--- config.mk ---
export PLATFORM = sky130hd
export DESIGN_NAME = serial_add_top
export DESIGN_NICKNAME = d
export VERILOG_FILES = /design/src/rtl/serial_add_seq_pkg.sv /design/src/rtl/serial_add_adder8.sv /design/src/rtl/serial_add_top.sv /design/src/rtl/serial_add_seq.sv
export SDC_FILE = /design/constraint.sdc
export NUM_CORES = 1
export LEC_CHECK = 0
export BUFFER_PORTS_ARGS = -buffer_cell sky130_fd_sc_hd__buf_4
export CAP_MARGIN = 10
export CORE_UTILIZATION = 50
export CTS_CLUSTER_SIZE = 20
export DETAILED_ROUTE_END_ITERATION = 8
export PLACE_DENSITY_LB_ADDON = 0.05
export SYNTH_ARGS = -nofsm -noshare
export SYNTH_HDL_FRONTEND = slang
export SYNTH_SLANG_ARGS = --single-unit
--- constraint.sdc ---
create_clock -name CLK -period 3.8 [get_ports CLK]
set_input_delay 0.76 -clock CLK [delete_from_list [all_inputs] [get_ports CLK]]
set_output_delay 0.76 -clock CLK [all_outputs]
set_load 0.005 [all_outputs]
--- src/rtl/serial_add_seq_pkg.sv ---
// Shared types and constants for the byte-serial adder sequencer.
// Holds the FSM encoding and the byte-counter sizing helper.
package serial_add_seq_pkg;

    localparam int BYTE_W = 8;

    typedef enum logic [1:0] {
        IDLE = 2'd0,
        RUN  = 2'd1,
        DONE = 2'd2
    } state_t;

    function automatic int cnt_width(input int n);
        return (n <= 1) ? 1 : $clog2(n);
    endfunction

endpackage

--- src/rtl/serial_add_adder8.sv ---
// Combinational 8-bit adder with carry in/out.
// Paired with serial_add_seq one level up.
module serial_add_adder8 (
    input  logic [7:0] a,
    input  logic [7:0] b,
    input  logic       cin,
    output logic [7:0] s,
    output logic       cout
);

    assign {cout, s} = 9'(a) + 9'(b) + 9'(cin);

endmodule

--- src/rtl/serial_add_top.sv ---
// Sequencer paired with one 8-bit adder: a W-bit serial adder.
// The adder return path is purely combinational.
module serial_add_top
    import serial_add_seq_pkg::*;
#(
    parameter int NBYTES = 4
) (
    input  logic                       CLK,
    input  logic                       RST,
    input  logic                       start,
    input  logic [BYTE_W*NBYTES-1:0]   op_a,
    input  logic [BYTE_W*NBYTES-1:0]   op_b,
    input  logic                       cin,
    output logic                       busy,
    output logic                       done,
    output logic [BYTE_W*NBYTES-1:0]   sum,
    output logic                       cout
);

    logic [BYTE_W-1:0] add_a;
    logic [BYTE_W-1:0] add_b;
    logic [BYTE_W-1:0] add_s;
    logic              add_cin;
    logic              add_cout;

    serial_add_seq #(.NBYTES(NBYTES)) u_seq (
        .CLK      (CLK),
        .RST      (RST),
        .start    (start),
        .op_a     (op_a),
        .op_b     (op_b),
        .cin      (cin),
        .busy     (busy),
        .done     (done),
        .sum      (sum),
        .cout     (cout),
        .add_a    (add_a),
        .add_b    (add_b),
        .add_cin  (add_cin),
        .add_s    (add_s),
        .add_cout (add_cout)
    );

    serial_add_adder8 u_add (
        .a    (add_a),
        .b    (add_b),
        .cin  (add_cin),
        .s    (add_s),
        .cout (add_cout)
    );

endmodule

--- src/rtl/serial_add_seq.sv ---
// Byte-serial sequencer: drives an external 8-bit adder LSB first,
// rippling carry between bytes, and registers the wide result.
module serial_add_seq
    import serial_add_seq_pkg::*;
#(
    parameter int NBYTES = 4
) (
    input  logic                       CLK,
    input  logic                       RST,
    input  logic                       start,
    input  logic [BYTE_W*NBYTES-1:0]   op_a,
    input  logic [BYTE_W*NBYTES-1:0]   op_b,
    input  logic                       cin,
    output logic                       busy,
    output logic                       done,
    output logic [BYTE_W*NBYTES-1:0]   sum,
    output logic                       cout,
    output logic [BYTE_W-1:0]          add_a,
    output logic [BYTE_W-1:0]          add_b,
    output logic                       add_cin,
    input  logic [BYTE_W-1:0]          add_s,
    input  logic                       add_cout
);

    localparam int W  = BYTE_W * NBYTES;
    localparam int CW = cnt_width(NBYTES);
    localparam logic [CW-1:0] LAST = CW'(NBYTES - 1);

    state_t         state;
    state_t         state_nx;
    logic [W-1:0]   a_sh;
    logic [W-1:0]   b_sh;
    logic [W-1:0]   s_sh;
    logic [W-1:0]   s_nx;
    logic           carry;
    logic [CW-1:0]  cnt;
    logic           run;
    logic           accept;
    logic           last;

    always_comb begin
        state_nx = state;
        accept   = 1'b0;
        last     = 1'b0;
        unique case (state)
            IDLE: begin
                if (start) begin
                    accept   = 1'b1;
                    state_nx = RUN;
                end
            end
            RUN: begin
                if (cnt == LAST) begin
                    last     = 1'b1;
                    state_nx = DONE;
                end
            end
            DONE: begin
                accept   = start;
                state_nx = start ? RUN : IDLE;
            end
            default: state_nx = IDLE;
        endcase
    end

    assign run  = (state == RUN);
    assign busy = run;
    assign done = (state == DONE);

    // Adder inputs come straight from the shift registers: no added latency.
    assign add_a   = run ? a_sh[BYTE_W-1:0] : '0;
    assign add_b   = run ? b_sh[BYTE_W-1:0] : '0;
    assign add_cin = run & carry;

    assign s_nx = W'({add_s, s_sh} >> BYTE_W);

    always_ff @(posedge CLK or posedge RST) begin
        if (RST) begin
            state <= IDLE;
            a_sh  <= '0;
            b_sh  <= '0;
            s_sh  <= '0;
            carry <= 1'b0;
            cnt   <= '0;
            sum   <= '0;
            cout  <= 1'b0;
        end else begin
            state <= state_nx;
            if (accept) begin
                a_sh  <= op_a;
                b_sh  <= op_b;
                carry <= cin;
                cnt   <= '0;
            end else if (run) begin
                a_sh  <= a_sh >> BYTE_W;
                b_sh  <= b_sh >> BYTE_W;
                s_sh  <= s_nx;
                carry <= add_cout;
                cnt   <= cnt + CW'(1);
                if (last) begin
                    sum  <= s_nx;
                    cout <= add_cout;
                end
            end
        end
    end

endmodule
==> qor.csv <==
metric,value,unit
status,"complete, no violations",
setup bufs post-CTS,0,
Hold Crit Class,input port to asynchronous set/reset pin,
Core Region,0.0104,sq mm
simple logic cell fraction of the synthesized area,17.7,%
Routed WL,11.7,mm
Comb pwr share,37.9,%
Boundary Pins,103,
Synth Area in XOR/XNOR,0.323,%
Synth Area in Compound Gates,12.7,%
drt first pass iters,4,
Setup Slack @ Placement,0.983,ns
period utilization,75.5,%
min Tclk post-route,2.87,ns
register area share after synthesis,58.1,%
top_reg_cell synth,dfrtp_1,
Syn Inst Count,536,
setup violators final,0,
WP data required,3.04,ns
RSZ-0062 raised after global routing,no,
Leak,3.37,nW
IO buf count,102,
min setup slack post-route,0.932,ns
switch share,36.4,%
ANT nets after route,0,
Post-DP Area,0.00630,sq mm
DP Wirelength,7.62,mm
via/cell ratio,5.24,
insertion delay to the later sink of the worst-skew pair,0.52,ns
switching pwr,0.00223,W
Setup TNS Final,0,ns
pin count of the biggest net entering global routing,77,
ys async rst share,100,%
first-pass GRT wire length,19.5,mm
die height,106,um
sequential share of power,37.2,%
Crit. End Element,output pin,
CTS resizes,0,
initial antenna violation count,0,
Root Buffer,clkbuf_8,
worst hold margin,0.187,ns
initial drt markers,163,
"top cells by area, synth","dfrtp_1, nand2_1, mux2_2, a22oi_1, nor2_1",
Max-cap violations,0,
Total GRT Usage,22.5,%
VDD IR max,398,uV
TritonCTS clock tree,yes,
"area leader, netlist",dfrtp_1,
total CTS buffers,17,
final-report hold violation count,0,
Final GP Congestion,0.809,
vias in the first global route,4072,
Slew @ Worst Pin,0.806,ns
Die Area,0.0113,sq mm
Synth Warn #,0,
Syn Nets,614,
Final Slew Violations,0,
Clock transition at path regs,0.06,ns
register bit total from synthesis,126,
Post-Synthesis Cell Area,0.00543,sq mm
grt ovf,0,
number of synthesized flops with an enable pin,0,
crit path launch type,flop,
critical path type,flop to output pin,
clk buf depth,2,
Int Pwr,0.00390,W
fin area,0.00686,sq mm
clock skew,0.00983,ns
max_slew headroom,46.1,%
share of layout cells above drive strength 1,26.4,%
Clk pwr share,24.8,%
Final Net Count,710,
post-synth cell types,42,
Initial Util,52.1,%
Yosys top cell area share,58.1,%
via count,4094,
std cell rows,37,
PD cells,894,mW/mm^2
Worst EP arrival,2.11,ns
clock sink total,126,
DRC Markers,0,
proportion of synthesized area in mux cells,5.40,%
# diodes,0,
largest family of logic cells by synthesized area,simple AND/OR/NAND/NOR gates,
Syn Area/Cell,10.1,sq um
CP Max Fanout,47,
Max Clk Rate,0.349,GHz
Die X,106,um
Layout Area Growth over Synthesis,26.4,%
CTS H-Tree Depth,4,
Hold Buf Count CTS,0,
post-DR wirelength/cell,15.0,um
adder-cell share of the synthesized area,2.58,%
path summary, 6_finish.rpt:
| kind | start | to | slack (ns) | cells after the start |
|---|---|---|---|---|
| min | RST | u_seq.b_sh[26] | 0.19 | 2 |
| max in group asynchronous | RST | u_seq.sum[26] | 2.83 | 3 |
| min in group CLK | op_a[23] | u_seq.a_sh[23] | 0.45 | 3 |
| max reg2reg | u_seq.state[1] | u_seq.sum[30] | 0.99 | 8 |
| max | u_seq.state[1] | busy | 0.93 | 4 |
| min reg2reg | u_seq.a_sh[1] | u_seq.a_sh[1] | 0.47 | 2 |
final cells by class:
class	count	area [sq um]
clock inverter	10	115
clock buffer	22	443
multi-input combinational	372	2110
fill	838	3560
timing repair buffer	110	838
sequential	126	3150
tap	136	170
inverter	5	25.0
kinds of logic after synthesis:
kind of cell,after synthesis
AO/OA/AOI/OAI,103
adder cells (fa/ha/maj),10
XOR/XNOR,2
multiplexers,26
AND/OR/NAND/NOR,231
buffers and inverters,38
flip-flops,126
state kept, by name, summed over array words and instances (netlist names):
name and count:
u_seq.cnt 2, u_seq.sum 32, u_seq.state 2, u_seq.s_sh 24, u_seq.cout 1, u_seq.carry 1, u_seq.a_sh 32, u_seq.b_sh 32
power groups by stage:
stage,clock [W],combinational [W],sequential (W)
floorplan,0,0.00166,0.00221
global placement,0,0.00229,0.00228
detailed placement,0,0.00234,0.00230
CTS,0.00154,0.00236,0.00229
global route,0.00160,0.00262,0.00236
finish,0.00152,0.00233,0.00228
cell usage in the layout (no fill, tap or decap), drive strengths merged, types with 8 or more instances in the layout:
master	synthesis	layout
nand2	154	154
dfrtp	126	126
buf	20	110
nor2	44	44
mux2	26	26
a22oi	25	25
clkbuf	13	22
a21oi	16	16
o22ai	15	15
and2	14	14
o21ai	13	13
a22o	9	9
a31oi	8	8
ha	8	8
cell usage after synthesis, types with 2 or more instances:
cell type,n
a21boi_0,2
a21o_1,2
a21oi_1,15
a22o_1,9
a22oi_1,25
a31oi_1,8
and2_1,14
buf_2,18
clkbuf_1,13
dfrtp_1,126
fa_1,2
ha_1,8
inv_1,4
mux2_2,26
nand2_1,154
nand2b_1,3
nand3_1,3
nand3b_1,2
nand4_1,2
nor2_1,43
nor2b_1,2
nor3_1,3
o21a_1,3
o21ai_0,12
o22ai_1,15
o31ai_1,6
routing by layer:
metal | wire [um] | GRT usage, %
met5 | 0 | 0
met1 | 5510 | 28.8
met2 | 5530 | 36.7
met3 | 448 | 5.40
met4 | 218 | 9.13
stage by stage:
stage / std cells / util (%) / power [W]
finish: 781 / 65.8 / 0.00613
global route: 781 / 65.8 / 0.00658
CTS: 781 / 65.8 / 0.00619
detailed placement: 749 / 60.5 / 0.00464
global placement: 749 / 60.5 / 0.00457
floorplan: 536 / - / 0.00388
critical path, cell delays in order, from the launching register on:
cell	delay [ns]
dfrtp_1	0.38
nand2b_2	0.20
inv_4	0.37
buf_4	0.45
buf_4	0.18
Power figures use the tool's default switching activity.
